--- src/rtl/nn_pkg.sv ---
// Shared definitions for the neuron datapath blocks.
package nn_pkg;

   localparam int DATA_W   = 16;
   localparam int SHIFT_W  = 4;
   localparam int TERM_W   = 8;
   localparam logic [TERM_W-1:0] TERM_MAX = '1;

   typedef enum logic [1:0] {
      IDLE = 2'd0,
      MUL  = 2'd1,
      OUT  = 2'd2
   } mac_state_t;

   // Increment a term counter, sticking at its all-ones ceiling.
   function automatic logic [TERM_W-1:0] sat_inc(input logic [TERM_W-1:0] v);
      return (v == TERM_MAX) ? v : v + TERM_W'(1);
   endfunction

endpackage

--- src/rtl/mac_shift_add_sll.sv ---
// SLL: combinational logical left barrel shifter.
module SLL
   import nn_pkg::*;
#(
   parameter int W = DATA_W
) (
   input  logic [W-1:0]       a,
   input  logic [SHIFT_W-1:0] shift,
   output logic [W-1:0]       y
);

   // Shift the operand left, filling with zeros.
   always_comb begin
      y = a << shift;
   end

endmodule

--- src/rtl/mac_shift_add.sv ---
// mac_shift_add: bit-serial shift-add multiply-accumulate, one result per
// last-terminated group of (weight, activation) pairs.
module mac_shift_add
   import nn_pkg::*;
#(
   parameter int ACT_W = 8
) (
   input  logic                clk,
   input  logic                rst_n,
   input  logic                in_valid,
   output logic                in_ready,
   input  logic [DATA_W-1:0]   in_weight,
   input  logic [ACT_W-1:0]    in_act,
   input  logic                in_last,
   output logic                out_valid,
   input  logic                out_ready,
   output logic [DATA_W-1:0]   out_sum,
   output logic [TERM_W-1:0]   out_terms
);

   localparam logic [SHIFT_W-1:0] LAST_IDX = SHIFT_W'(ACT_W - 1);

   mac_state_t          state_q;
   logic [DATA_W-1:0]   weight_q;
   logic [DATA_W-1:0]   act_q;      // activation zero-extended so any idx is in range
   logic                last_q;
   logic [SHIFT_W-1:0]  idx_q;
   logic [DATA_W-1:0]   acc_q;
   logic [TERM_W-1:0]   cnt_q;
   logic                in_ready_q;
   logic                out_valid_q;
   logic [DATA_W-1:0]   out_sum_q;
   logic [TERM_W-1:0]   out_terms_q;

   logic [DATA_W-1:0]   shifted;
   logic [DATA_W-1:0]   acc_d;
   logic                last_bit;

   SLL #(.W(DATA_W)) u_sll (
      .a     (weight_q),
      .shift (idx_q),
      .y     (shifted)
   );

   // Next accumulator value for the current activation bit.
   always_comb begin
      acc_d    = acc_q;
      last_bit = (idx_q == LAST_IDX);
      if (act_q[idx_q]) begin
         acc_d = acc_q + shifted;
      end
   end

   // Control FSM with registered handshake and result outputs.
   always_ff @(posedge clk or negedge rst_n) begin
      if (!rst_n) begin
         state_q     <= IDLE;
         weight_q    <= '0;
         act_q       <= '0;
         last_q      <= 1'b0;
         idx_q       <= '0;
         acc_q       <= '0;
         cnt_q       <= '0;
         in_ready_q  <= 1'b1;
         out_valid_q <= 1'b0;
         out_sum_q   <= '0;
         out_terms_q <= '0;
      end else begin
         case (state_q)
            IDLE: begin
               if (in_valid) begin
                  weight_q   <= in_weight;
                  act_q      <= DATA_W'(in_act);
                  last_q     <= in_last;
                  idx_q      <= '0;
                  cnt_q      <= sat_inc(cnt_q);
                  in_ready_q <= 1'b0;
                  state_q    <= MUL;
               end
            end
            MUL: begin
               acc_q <= acc_d;
               idx_q <= idx_q + SHIFT_W'(1);
               if (last_bit) begin
                  if (last_q) begin
                     // The result register takes acc_d so the final bit is
                     // included without spending an extra cycle.
                     out_sum_q   <= acc_d;
                     out_terms_q <= cnt_q;
                     out_valid_q <= 1'b1;
                     state_q     <= OUT;
                  end else begin
                     in_ready_q <= 1'b1;
                     state_q    <= IDLE;
                  end
               end
            end
            OUT: begin
               if (out_ready) begin
                  acc_q       <= '0;
                  cnt_q       <= '0;
                  out_valid_q <= 1'b0;
                  out_sum_q   <= '0;
                  out_terms_q <= '0;
                  in_ready_q  <= 1'b1;
                  state_q     <= IDLE;
               end
            end
            default: begin
               state_q    <= IDLE;
               in_ready_q <= 1'b1;
            end
         endcase
      end
   end

   // Drive ports straight from registers.
   always_comb begin
      in_ready  = in_ready_q;
      out_valid = out_valid_q;
      out_sum   = out_sum_q;
      out_terms = out_terms_q;
   end

endmodule
--- config.mk ---
export PLATFORM = sky130hd
export DESIGN_NAME = mac_shift_add
export DESIGN_NICKNAME = d
export VERILOG_FILES = /design/src/rtl/nn_pkg.sv /design/src/rtl/mac_shift_add_sll.sv /design/src/rtl/mac_shift_add.sv
export SDC_FILE = /design/constraint.sdc
export NUM_CORES = 1
export LEC_CHECK = 0
export BUFFER_PORTS_ARGS = -buffer_cell sky130_fd_sc_hd__buf_2
export CORE_MARGIN = 2
export CORE_UTILIZATION = 50
export CTS_BUF_LIST = sky130_fd_sc_hd__clkbuf_2
export CTS_CLUSTER_SIZE = 28
export DETAILED_ROUTE_END_ITERATION = 7
export GPL_ROUTABILITY_DRIVEN = 0
export PLACE_DENSITY = 0.7
export SLEW_MARGIN = 20
export SYNTH_ARGS = -nofsm -noshare
export SYNTH_HDL_FRONTEND = slang
export SYNTH_SLANG_ARGS = --single-unit
--- constraint.sdc ---
create_clock -name clk -period 7.9 [get_ports clk]
set_clock_uncertainty 0.05 [all_clocks]
set_input_delay 1.185 -clock clk [delete_from_list [all_inputs] [get_ports clk]]
set_output_delay 1.185 -clock clk [all_outputs]
set_load 0.02 [all_outputs]
==> metrics.csv, run 1 <==
stage;metric;value;unit
status;run status;complete, no violations;
setup_path;Arr. time, crit path;4.29;ns
sta;Fin Setup TNS;0;ns
logic_synthesis;most area-hungry cell type in the Yosys netlist;dfrtp_1;
floorplan;initial core utilization;50.73;%
layout;layout cells sized above 1;19.72;%
cts;clock insertion delay at the later pin of the skew report;0.57;ns
logic_synthesis;flops & latches, synth;81;
global_routing;pin count of the biggest net entering global routing;82;
routing;routed vias/inst;5.680;
sta;Slew HR;28.30;%
sta;RSZ-0062 raised after global routing;false;
sta;FMAX;0.2564;GHz
floorplan;DIE WIDTH;102.7;um
global_routing;GRT Total Usage;21.87;%
setup_path;RR Startpoint;idx_q[0]$_DFFE_PN0P_;
cts;CTS Sinks;81;
global_routing;global-route wire length before repair;17990;um
routing;Iter 0 DRT Violations;197;
layout;final cell count without fillers;696;
setup_path;Worst setup EP type;flip-flop;
logic_synthesis;synth cell count leaders;dfrtp_1 (80), nand2_1 (66), a21oi_1 (40);
logic_synthesis;fraction of synthesis flops using an asynchronous set or reset pin;100.0;%
placed_design;DP HPWL;7810;um
sta;worst-margin pin slew;1.072;ns
cts;clk root buf;clkbuf_2;
layout;Register Area;2028;um2
setup_path;register-to-register setup slack;4.00;ns
routing;routed wl met2;5045;um
setup_path;worst reg2reg path endpoint;out_sum[14]$_DFFE_PN0P_;
logic_synthesis;Post-synth top flop;dfrtp_1;
routing;DR WL met3;533;um
logic_synthesis;Synth Instances;524;
sta;Final Setup Violations;0;
setup_path;required time worst endpoint;8.29;ns
cts;postcts setup bufs;0;
layout;Layout area overhead;9.126;%
routing;routed len/inst;15.67;um
global_routing;antenna violations before repair;0;
logic_synthesis;Post-synth EDFFs;0;
logic_synthesis;synth top area cells;dfrtp_1 (41%), mux2_2 (6.2%), nand2_1 (5.1%), ha_1 (4.4%), mux2i_1 (4.3%);
global_routing;vias in the first global route;3718;
routing;final wirelength;10910;um
setup_path;type of the worst setup path;flip-flop to flip-flop;
cts;post_cts resized;0;
routing;Detail Route Antenna Nets;0;
logic_synthesis;yosys warns;0;
sta;Final Cycle Share;49.37;%
setup_path;Worst Path Max Fanout;23;
global_routing;GRT overflow;0;
setup_path;critical path launch point type;flip-flop;
logic_synthesis;most common cell in the netlist;dfrtp_1;
floorplan;Chip Height;102.7;um
cts;CTS Buf Count;9;
floorplan;Die Area;10540;um2
hold_path;hold_sp;out_terms[0]$_DFFE_PN0P_;
logic_synthesis;post-synthesis sequential area ratio;41.67;%
cts;Hold-fix buffers, CTS;0;
cts;H-tree depth;3;
hold_path;Hold Path End;out_terms[0]$_DFFE_PN0P_;
sta;Hold Fails Final Rpt;0;
placed_design;placed cells;680;
layout;Multi-input gate area;2660;um2
logic_synthesis;Syn Area/Cell;9.288;um2
floorplan;io pins;55;
placed_design;IO Port Bufs;54;
cts;CTS tree;yes;
hold_path;Hold Path Depth;2;
logic_synthesis;Synth cell types;51;
layout;ant diodes;0;
sta;Final Max Slew Viols;0;
routing;DRC;0;
flow_run;Max-cap violations;0;
logic_synthesis;Mapped Nets;571;
floorplan;row count;36;
routing;drt pass-1 iters;5;
hold_path;worst hold-check path type;flip-flop to flip-flop;
floorplan;core area;9594;um2
logic_synthesis;synthesized area;4867;um2
cts;clock slew at reported path FFs;0.22;ns
setup_path;R2R depth;11;
routing;Metal-1 WL;5149;um
layout;nets@finish;605;
routing;Highest Signal Layer;met4;
logic_synthesis;share of the synthesized area in the top cell type;41.13;%
routing;Via Count;3953;
cts;maximum clock path buffer count;2;
layout;fill count;911;
sta;minimum clock period;3.900;ns
area by class of cell:
type,instances,share of cell area (%)
clock inverters,7,1.484
multi-input cells,399,50.08
well taps,133,3.133
repair buffers,56,5.489
inverters,11,0.7774
clock buffers,9,0.8481
flip-flops and latches,81,38.19
worst max-delay path: stages (launching register included):
cell and delay, ns:
dfrtp_1 0.89, mux2i_1 0.19, or2_2 0.31, or3_1 0.37, fa_1 0.45, nor2b_1 0.18, o2111ai_1 0.15, a2111oi_0 0.59
o2111ai_1 0.17, nand2_1 0.15, mux2i_1 0.21, nand3_1 0.09
per-layer routing:
| layer | up-vias | global-route usage, % |
|---|---|---|
| li1 | 1960 | - |
| met1 | 1875 | 30.24 |
| met2 | 103 | 35.19 |
| met3 | 15 | 2.983 |
| met4 | 0 | 8.205 |
| met5 | - | 0 |
state kept, by name, indices dropped and copies added, names as in the netlist:
name / flops
in_ready: 1
out_valid: 1
last_q: 1
state_q: 2
out_terms: 8
act_q: 8
idx_q: 4
out_sum: 16
cnt_q: 8
weight_q: 16
acc_q: 16
layout by cell type, fill, tap and decap left out, types with 3 or more instances in the layout:
master	count
dfrtp_1	80
nand2_1	66
buf_2	53
a21oi_1	40
nand3_1	39
o21ai_0	38
nor2_1	32
mux2_2	27
mux2i_1	21
ha_1	17
inv_1	10
a211oi_1	10
xnor2_1	10
clkbuf_2	9
nor2b_1	8
a21o_1	8
nor3_1	7
mux4_2	6
a31oi_1	6
o22ai_1	6
xor2_1	6
o31ai_1	6
or3_1	5
a22oi_1	4
o211ai_1	3
worst max path at each step:
stage | startpoint | end | slack, ns | depth (start not counted)
4_1_cts | idx_q[0]$_DFFE_PN0P_ | out_sum[14]$_DFFE_PN0P_ | 4.03 | 11
3_3_place_gp | idx_q[0]$_DFFE_PN0P_ | out_sum[14]$_DFFE_PN0P_ | 4.07 | 11
5_1_grt | idx_q[0]$_DFFE_PN0P_ | out_sum[14]$_DFFE_PN0P_ | 3.49 | 12
3_5_place_dp | idx_q[0]$_DFFE_PN0P_ | out_sum[14]$_DFFE_PN0P_ | 4.09 | 11
6_report | idx_q[0]$_DFFE_PN0P_ | out_sum[14]$_DFFE_PN0P_ | 4.00 | 11
2_1_floorplan | idx_q[1]$_DFFE_PN0P_ | out_sum[12]$_DFFE_PN0P_ | 4.66 | 15
cell families after synthesis:
family	synth area share, %
DFF	41.67
adders and majority gates	4.781
and+or+nand+nor	16.25
xor gates and xnor gates	2.879
AOI/OAI and AO/OA	16.81
buffers and inverters	3.727
muxes	13.88
metrics by stage:
step	worst slack [ns]	utilization, %	cell area (um2)	hold slack (ns)
floorplan	4.659	-	4867	0.4220
CTS	4.028	55.32	5308	0.4791
global route	3.491	55.36	5311	0.5011
detailed placement	4.091	54.03	5184	0.4269
finish	4.000	55.36	5311	0.4719
global placement	4.074	54.03	5184	0.4042
Power of run 1 is not shown: default switching activity piles up to over one toggle a cycle in this logic, so the estimate is an artifact.
==> inputs of run 2 (changes only) <==
- clock period: 7.9 -> 3.7 ns (I/O delays scaled with it)
==> metrics.csv, run 2 (synthesis gave the netlist of run 1 again) <==
stage;metric;value;unit
setup_path;RR Startpoint;idx_q[0]$_DFFE_PN0P_;
global_routing;GRT Total Usage;22.29;%
sta;Fin Setup TNS;0;ns
status;run status;complete, no violations;
setup_path;Worst Path Max Fanout;15;
setup_path;Arr. time, crit path;3.86;ns
routing;final wirelength;11080;um
floorplan;core area;9594;um2
sta;Final Cycle Share;92.81;%
cts;CTS Buf Count;9;
setup_path;register-to-register setup slack;0.27;ns
global_routing;global-route wire length before repair;18350;um
layout;most common cell after layout, fill and taps aside;dfrtp_1;
setup_path;type of the worst setup path;flip-flop to flip-flop;
cts;H-tree depth;3;
setup_path;worst reg2reg path endpoint;out_sum[11]$_DFFE_PN0P_;
hold_path;Hold Path Depth;2;
sta;Slew HR;48.53;%
global_routing;GRT overflow;0;
floorplan;io pins;55;
cts;maximum clock path buffer count;2;
placed_design;IO Port Bufs;54;
routing;drt pass-1 iters;5;
routing;routed vias/inst;5.762;
routing;Via Count;4085;
setup_path;worst setup path endpoint;out_sum[11]$_DFFE_PN0P_;
cts;CTS Sinks;81;
layout;leading cell types in the layout, fill and taps excluded;dfrtp_1 (79), nand2_1 (65), buf_2 (53), a21oi_1 (40), nand3_1 (39);
layout;ant diodes;0;
sta;Final Max Slew Viols;0;
setup_path;Critical path origin;idx_q[0]$_DFFE_PN0P_;
placed_design;DP HPWL;8035;um
layout;Layout area overhead;10.98;%
hold_path;worst hold-check path type;input pin to flip-flop;
layout;Final Core Density;56.30;%
setup_path;R2R depth;12;
floorplan;Chip Height;102.7;um
setup_path;critical path launch point type;flip-flop;
floorplan;Die Area;10540;um2
sta;Final Setup Violations;0;
cts;clock insertion delay at the later pin of the skew report;0.54;ns
global_routing;pin count of the biggest net entering global routing;82;
cts;postcts setup bufs;0;
setup_path;required time worst endpoint;4.13;ns
routing;routed len/inst;15.63;um
sta;Hold Fails Final Rpt;0;
setup_path;Worst setup EP type;flip-flop;
layout;fill count;881;
cts;clk root buf;clkbuf_2;
sta;RSZ-0062 raised after global routing;false;
flow_run;Max-cap violations;0;
sta;FMAX;0.2912;GHz
cts;clock slew at reported path FFs;0.24;ns
layout;layout cells sized above 1;22.05;%
sta;minimum clock period;3.434;ns
floorplan;initial core utilization;50.73;%
layout;nets@finish;618;
global_routing;antenna violations before repair;0;
floorplan;row count;36;
floorplan;DIE WIDTH;102.7;um
routing;Detail Route Antenna Nets;0;
sta;worst-margin pin slew;0.7661;ns
global_routing;vias in the first global route;3755;
routing;Iter 0 DRT Violations;227;
routing;DRC;0;
cts;CTS tree;yes;
-- run 2: worst max-delay path: stages (launching register included) --
cell and delay [ns]:
dfrtp_1 0.52, buf_4 0.25, mux4_2 0.54, a21oi_1 0.22, nor2_1 0.06, ha_1 0.37, nand4_1 0.11, a21oi_1 0.30
nor2_1 0.15, o31ai_1 0.32, xor2_1 0.24, nand2_1 0.08, a31oi_1 0.17
-- run 2: what timing repair did --
action	4_1_cts	5_1_grt
hold buffers	0	1
resized for setup	0	5
endpoints found under the setup margin	0	6
hold endpoints to repair	0	71
-- run 2: how the worst min path moves through the flow --
stage                                   from  slack (ns)                  endpoint
finish                             in_act[7]        0.18      act_q[7]$_DFFE_PN0P_
global route                   in_weight[15]        0.11  weight_q[15]$_DFFE_PN0P_
CTS                                    rst_n        0.08  out_terms[3]$_DFFE_PN0P_
detailed placement  out_terms[7]$_DFFE_PN0P_        0.43  out_terms[7]$_DFFE_PN0P_
global placement       out_valid$_DFFE_PN0P_        0.40     out_valid$_DFFE_PN0P_
floorplan                              rst_n        0.21      acc_q[0]$_DFFE_PN0P_
-- run 2: cell type report --
| cell class | instances | area [um2] | area share (%) |
|---|---|---|---|
| timing repair buffer | 69 | 391.6 | 7.250 |
| tap | 133 | 166.4 | 3.081 |
| clock inverter | 7 | 55.05 | 1.019 |
| clock buffer | 9 | 45.04 | 0.8339 |
| sequential | 81 | 2029 | 37.57 |
| inverter | 11 | 41.29 | 0.7644 |
| multi-input combinational | 399 | 2673 | 49.48 |
-- run 2: layer usage --
layer  vias up  global-route usage [%]  routed length [um]
met5         -                       0                   0
met1      1922                   31.16                5028
met2       148                   34.14                5118
met3        27                   4.000                 641
met4         0                   9.641                 291
li1       1988                       -                   -
-- run 2: stage by stage --
stage | hold slack (ns) | std cells | instance area (um2) | setup slack (ns)
global placement | 0.4037 | 692 | 5274 | 0.2861
detailed placement | 0.4300 | 692 | 5274 | 0.2349
floorplan | 0.2094 | 524 | 4867 | 0.4587
global route | 0.1111 | 709 | 5401 | 0.01712
finish | 0.1824 | 709 | 5401 | 0.2661
CTS | 0.08498 | 708 | 5374 | 0.1769
Power of run 2 is left out for the same reason.
==> inputs of run 3 (changes only) <==
- PLACE_DENSITY: 0.7 -> 0.72
- SYNTH_HIERARCHICAL: not set -> 1
- clock period: 3.7 -> 3.1 ns (I/O delays scaled with it)
==> metrics.csv, run 3 <==
stage;metric;value;unit
logic_synthesis;mux cell area share after synthesis;13.97;%
global_routing;antenna violations before repair;0;
sta;Final Max Slew Viols;0;
global_routing;global-route wire length before repair;22100;um
setup_path;worst reg2reg path endpoint;acc_q[15]$_DFFE_PN0P_;
logic_synthesis;Compound-Gate Fraction of Synth Area;13.68;%
logic_synthesis;flops & latches, synth;81;
global_routing;pin count of the biggest net entering global routing;52;
cts;clock insertion delay at the later pin of the skew report;0.56;ns
routing;routed vias/inst;5.743;
global_routing;GRT overflow;0;
routing;Iter 0 DRT Violations;251;
global_routing;GRT Total Usage;24.67;%
layout;leading cell types in the layout, fill and taps excluded;nand2_1 (138), dfrtp_1 (77), buf_4 (55), buf_2 (53), o21ai_0 (33);
global_routing;vias in the first global route;4521;
hold_path;Hold Path End;act_q[1]$_DFFE_PN0P_;
flow_run;Max-cap violations;0;
routing;Detail Route Antenna Nets;0;
logic_synthesis;Post-synth top flop;dfrtp_1;
cts;CTS Buf Count;9;
layout;Layout area overhead;23.34;%
layout;nets@finish;713;
hold_path;Hold Path Depth;3;
sta;Fin Setup TNS;-0.1205;ns
cts;clk root buf;clkbuf_2;
setup_path;CP top delay family;compound AO/OA/AOI/OAI gates;
sta;final worst slack;-0.08352;ns
floorplan;Chip Height;105.5;um
setup_path;worst path buffer plus inverter count;1;
logic_synthesis;yosys warns;6;
cts;clock slew at reported path FFs;0.24;ns
cts;CTS Sinks;81;
logic_synthesis;synthesized area;5151;um2
placed_design;placed cells;774;
layout;fill count;870;
logic_synthesis;synth cell count leaders;nand2_1 (138), dfrtp_1 (80), mux2i_1 (37), o21ai_0 (37), nor2_1 (34);
routing;routed len/inst;16.65;um
setup_path;crit-path max cell delay;0.52;ns
floorplan;core area;10180;um2
placed_design;Setup WS pre-CTS;-0.1911;ns
sta;RSZ-0062 raised after global routing;true;
setup_path;Crit-path slowest cell;dfrtp_2;
setup_path;type of the worst setup path;flip-flop to flip-flop;
setup_path;register-to-register setup slack;-0.08;ns
sta;Final Setup Violations;5;
logic_synthesis;Synth cell types;63;
setup_path;RR Startpoint;idx_q[0]$_DFFE_PN0P_;
sta;Slew HR;57.60;%
logic_synthesis;Syn Area/Cell;9.006;um2
setup_path;crit path cell chain;buf_12 -> mux4_2 -> mux2i_2 -> a21oi_2 -> ha_1 -> o21ai_0 -> o21bai_2 -> a2111o_1 -> o31a_1 -> a311oi_2;
logic_synthesis;Synth Area in Simple Gates;22.13;%
floorplan;io pins;55;
logic_synthesis;post-synthesis sequential area ratio;39.37;%
layout;ant diodes;0;
layout;final cell count without fillers;807;
setup_path;Arr. time, crit path;3.63;ns
placed_design;IO Port Bufs;54;
hold_path;hold_sp;in_act[1];
logic_synthesis;Synth Instances;572;
logic_synthesis;synth top area cells;dfrtp_1 (39%), nand2_1 (10%), mux2i_1 (7.2%), mux4_2 (4.8%), ha_1 (4.1%);
layout;most common cell after layout, fill and taps aside;nand2_1;
floorplan;row count;37;
logic_synthesis;share of the synthesized area in the top cell type;38.86;%
floorplan;initial core utilization;50.58;%
logic_synthesis;XOR/XNOR Fraction of Synth Area;2.550;%
sta;minimum clock period;3.184;ns
routing;drt pass-1 iters;5;
routing;final wirelength;13440;um
hold_path;worst hold-check path type;input pin to flip-flop;
logic_synthesis;fraction of synthesis flops using an asynchronous set or reset pin;100.0;%
sta;FMAX;0.3141;GHz
floorplan;Die Area;11130;um2
status;failing checks;setup timing;
cts;CTS tree;yes;
cts;H-tree depth;3;
logic_synthesis;Post-synth EDFFs;0;
logic_synthesis;main combinational cell family by area after synthesis;simple AND/OR/NAND/NOR gates;
logic_synthesis;Mapped Nets;619;
setup_path;R2R depth;10;
cts;maximum clock path buffer count;2;
floorplan;DIE WIDTH;105.5;um
logic_synthesis;most area-hungry cell type in the Yosys netlist;dfrtp_1;
layout;layout cells sized above 1;31.00;%
sta;Hold Fails Final Rpt;0;
routing;DRC;0;
setup_path;critical path launch point type;flip-flop;
sta;worst-margin pin slew;0.6361;ns
logic_synthesis;Synth Area in Adders;4.518;%
status;run status;complete, but fails checks;
sta;Final Cycle Share;102.7;%
logic_synthesis;most common cell in the netlist;nand2_1;
setup_path;required time worst endpoint;3.55;ns
placed_design;DP HPWL;9382;um
setup_path;Worst setup EP type;flip-flop;
setup_path;Worst Path Max Fanout;6;
routing;Via Count;4635;
## run 3: area by class of cell
cell class | count | area (um2) | share of cell area (%)
clock buffers | 10 | 50.05 | 0.7877
clock inverters | 6 | 82.58 | 1.300
flip-flops and latches | 81 | 2032 | 31.98
well taps | 136 | 170.2 | 2.678
repair buffers | 119 | 809.5 | 12.74
multi-input cells | 451 | 3194 | 50.28
inverters | 4 | 15.01 | 0.2363
## run 3: what timing repair did
item                                    CTS  global route
hold endpoints to repair                 50             1
hold buffers                              3             1
buffers inserted                          7             7
endpoints found under the setup margin   10            19
resized for setup                        28            37
pin swaps                                10            19
## run 3: cells by family after synthesis
kind of cell,after synthesis
AO/OA/AOI/OAI,110
flip-flops,81
AND/OR/NAND/NOR,254
XOR/XNOR,15
multiplexers,54
adder cells (fa/ha/maj),18
buffers and inverters,40
## run 3: worst register-to-register path, delay by kind of cell, from the launching register on
kind / cells / cell delay [ns]
buf+inv: 1 / 0.16
fa+ha+maj: 1 / 0.31
mux: 2 / 0.72
compound gates: 6 / 1.34
flops: 1 / 0.52
## run 3: worst max path at each step
stage | from | cells after the start | slack (ns) | end
6_report | idx_q[0]$_DFFE_PN0P_ | 10 | -0.08 | acc_q[15]$_DFFE_PN0P_
5_1_grt | idx_q[0]$_DFFE_PN0P_ | 11 | -0.21 | acc_q[15]$_DFFE_PN0P_
4_1_cts | idx_q[0]$_DFFE_PN0P_ | 11 | -0.11 | acc_q[15]$_DFFE_PN0P_
3_5_place_dp | idx_q[0]$_DFFE_PN0P_ | 11 | -0.19 | acc_q[15]$_DFFE_PN0P_
3_3_place_gp | idx_q[0]$_DFFE_PN0P_ | 11 | -0.12 | acc_q[15]$_DFFE_PN0P_
2_1_floorplan | idx_q[0]$_DFFE_PN0P_ | 12 | -0.03 | acc_q[15]$_DFFE_PN0P_
## run 3: through the flow
stage / cell area (um2) / hold slack, ns / util, %
global route: 6354 / 0.003531 / 62.38
detailed placement: 5806 / 0.4134 / 57.00
CTS: 6125 / 0.0005544 / 60.14
global placement: 5806 / 0.4047 / 57.00
floorplan: 5177 / 0.1194 / -
finish: 6354 / 0.01771 / 62.38
## run 3: per-layer routing
metal,track usage (%),up-vias,wire length [um]
met5,0,-,0
met4,7.613,0,257
met3,3.896,30,722
met2,39.08,161,6441
met1,35.04,2224,6018
li1,-,2220,-
Power of run 3 is left out for the same reason.
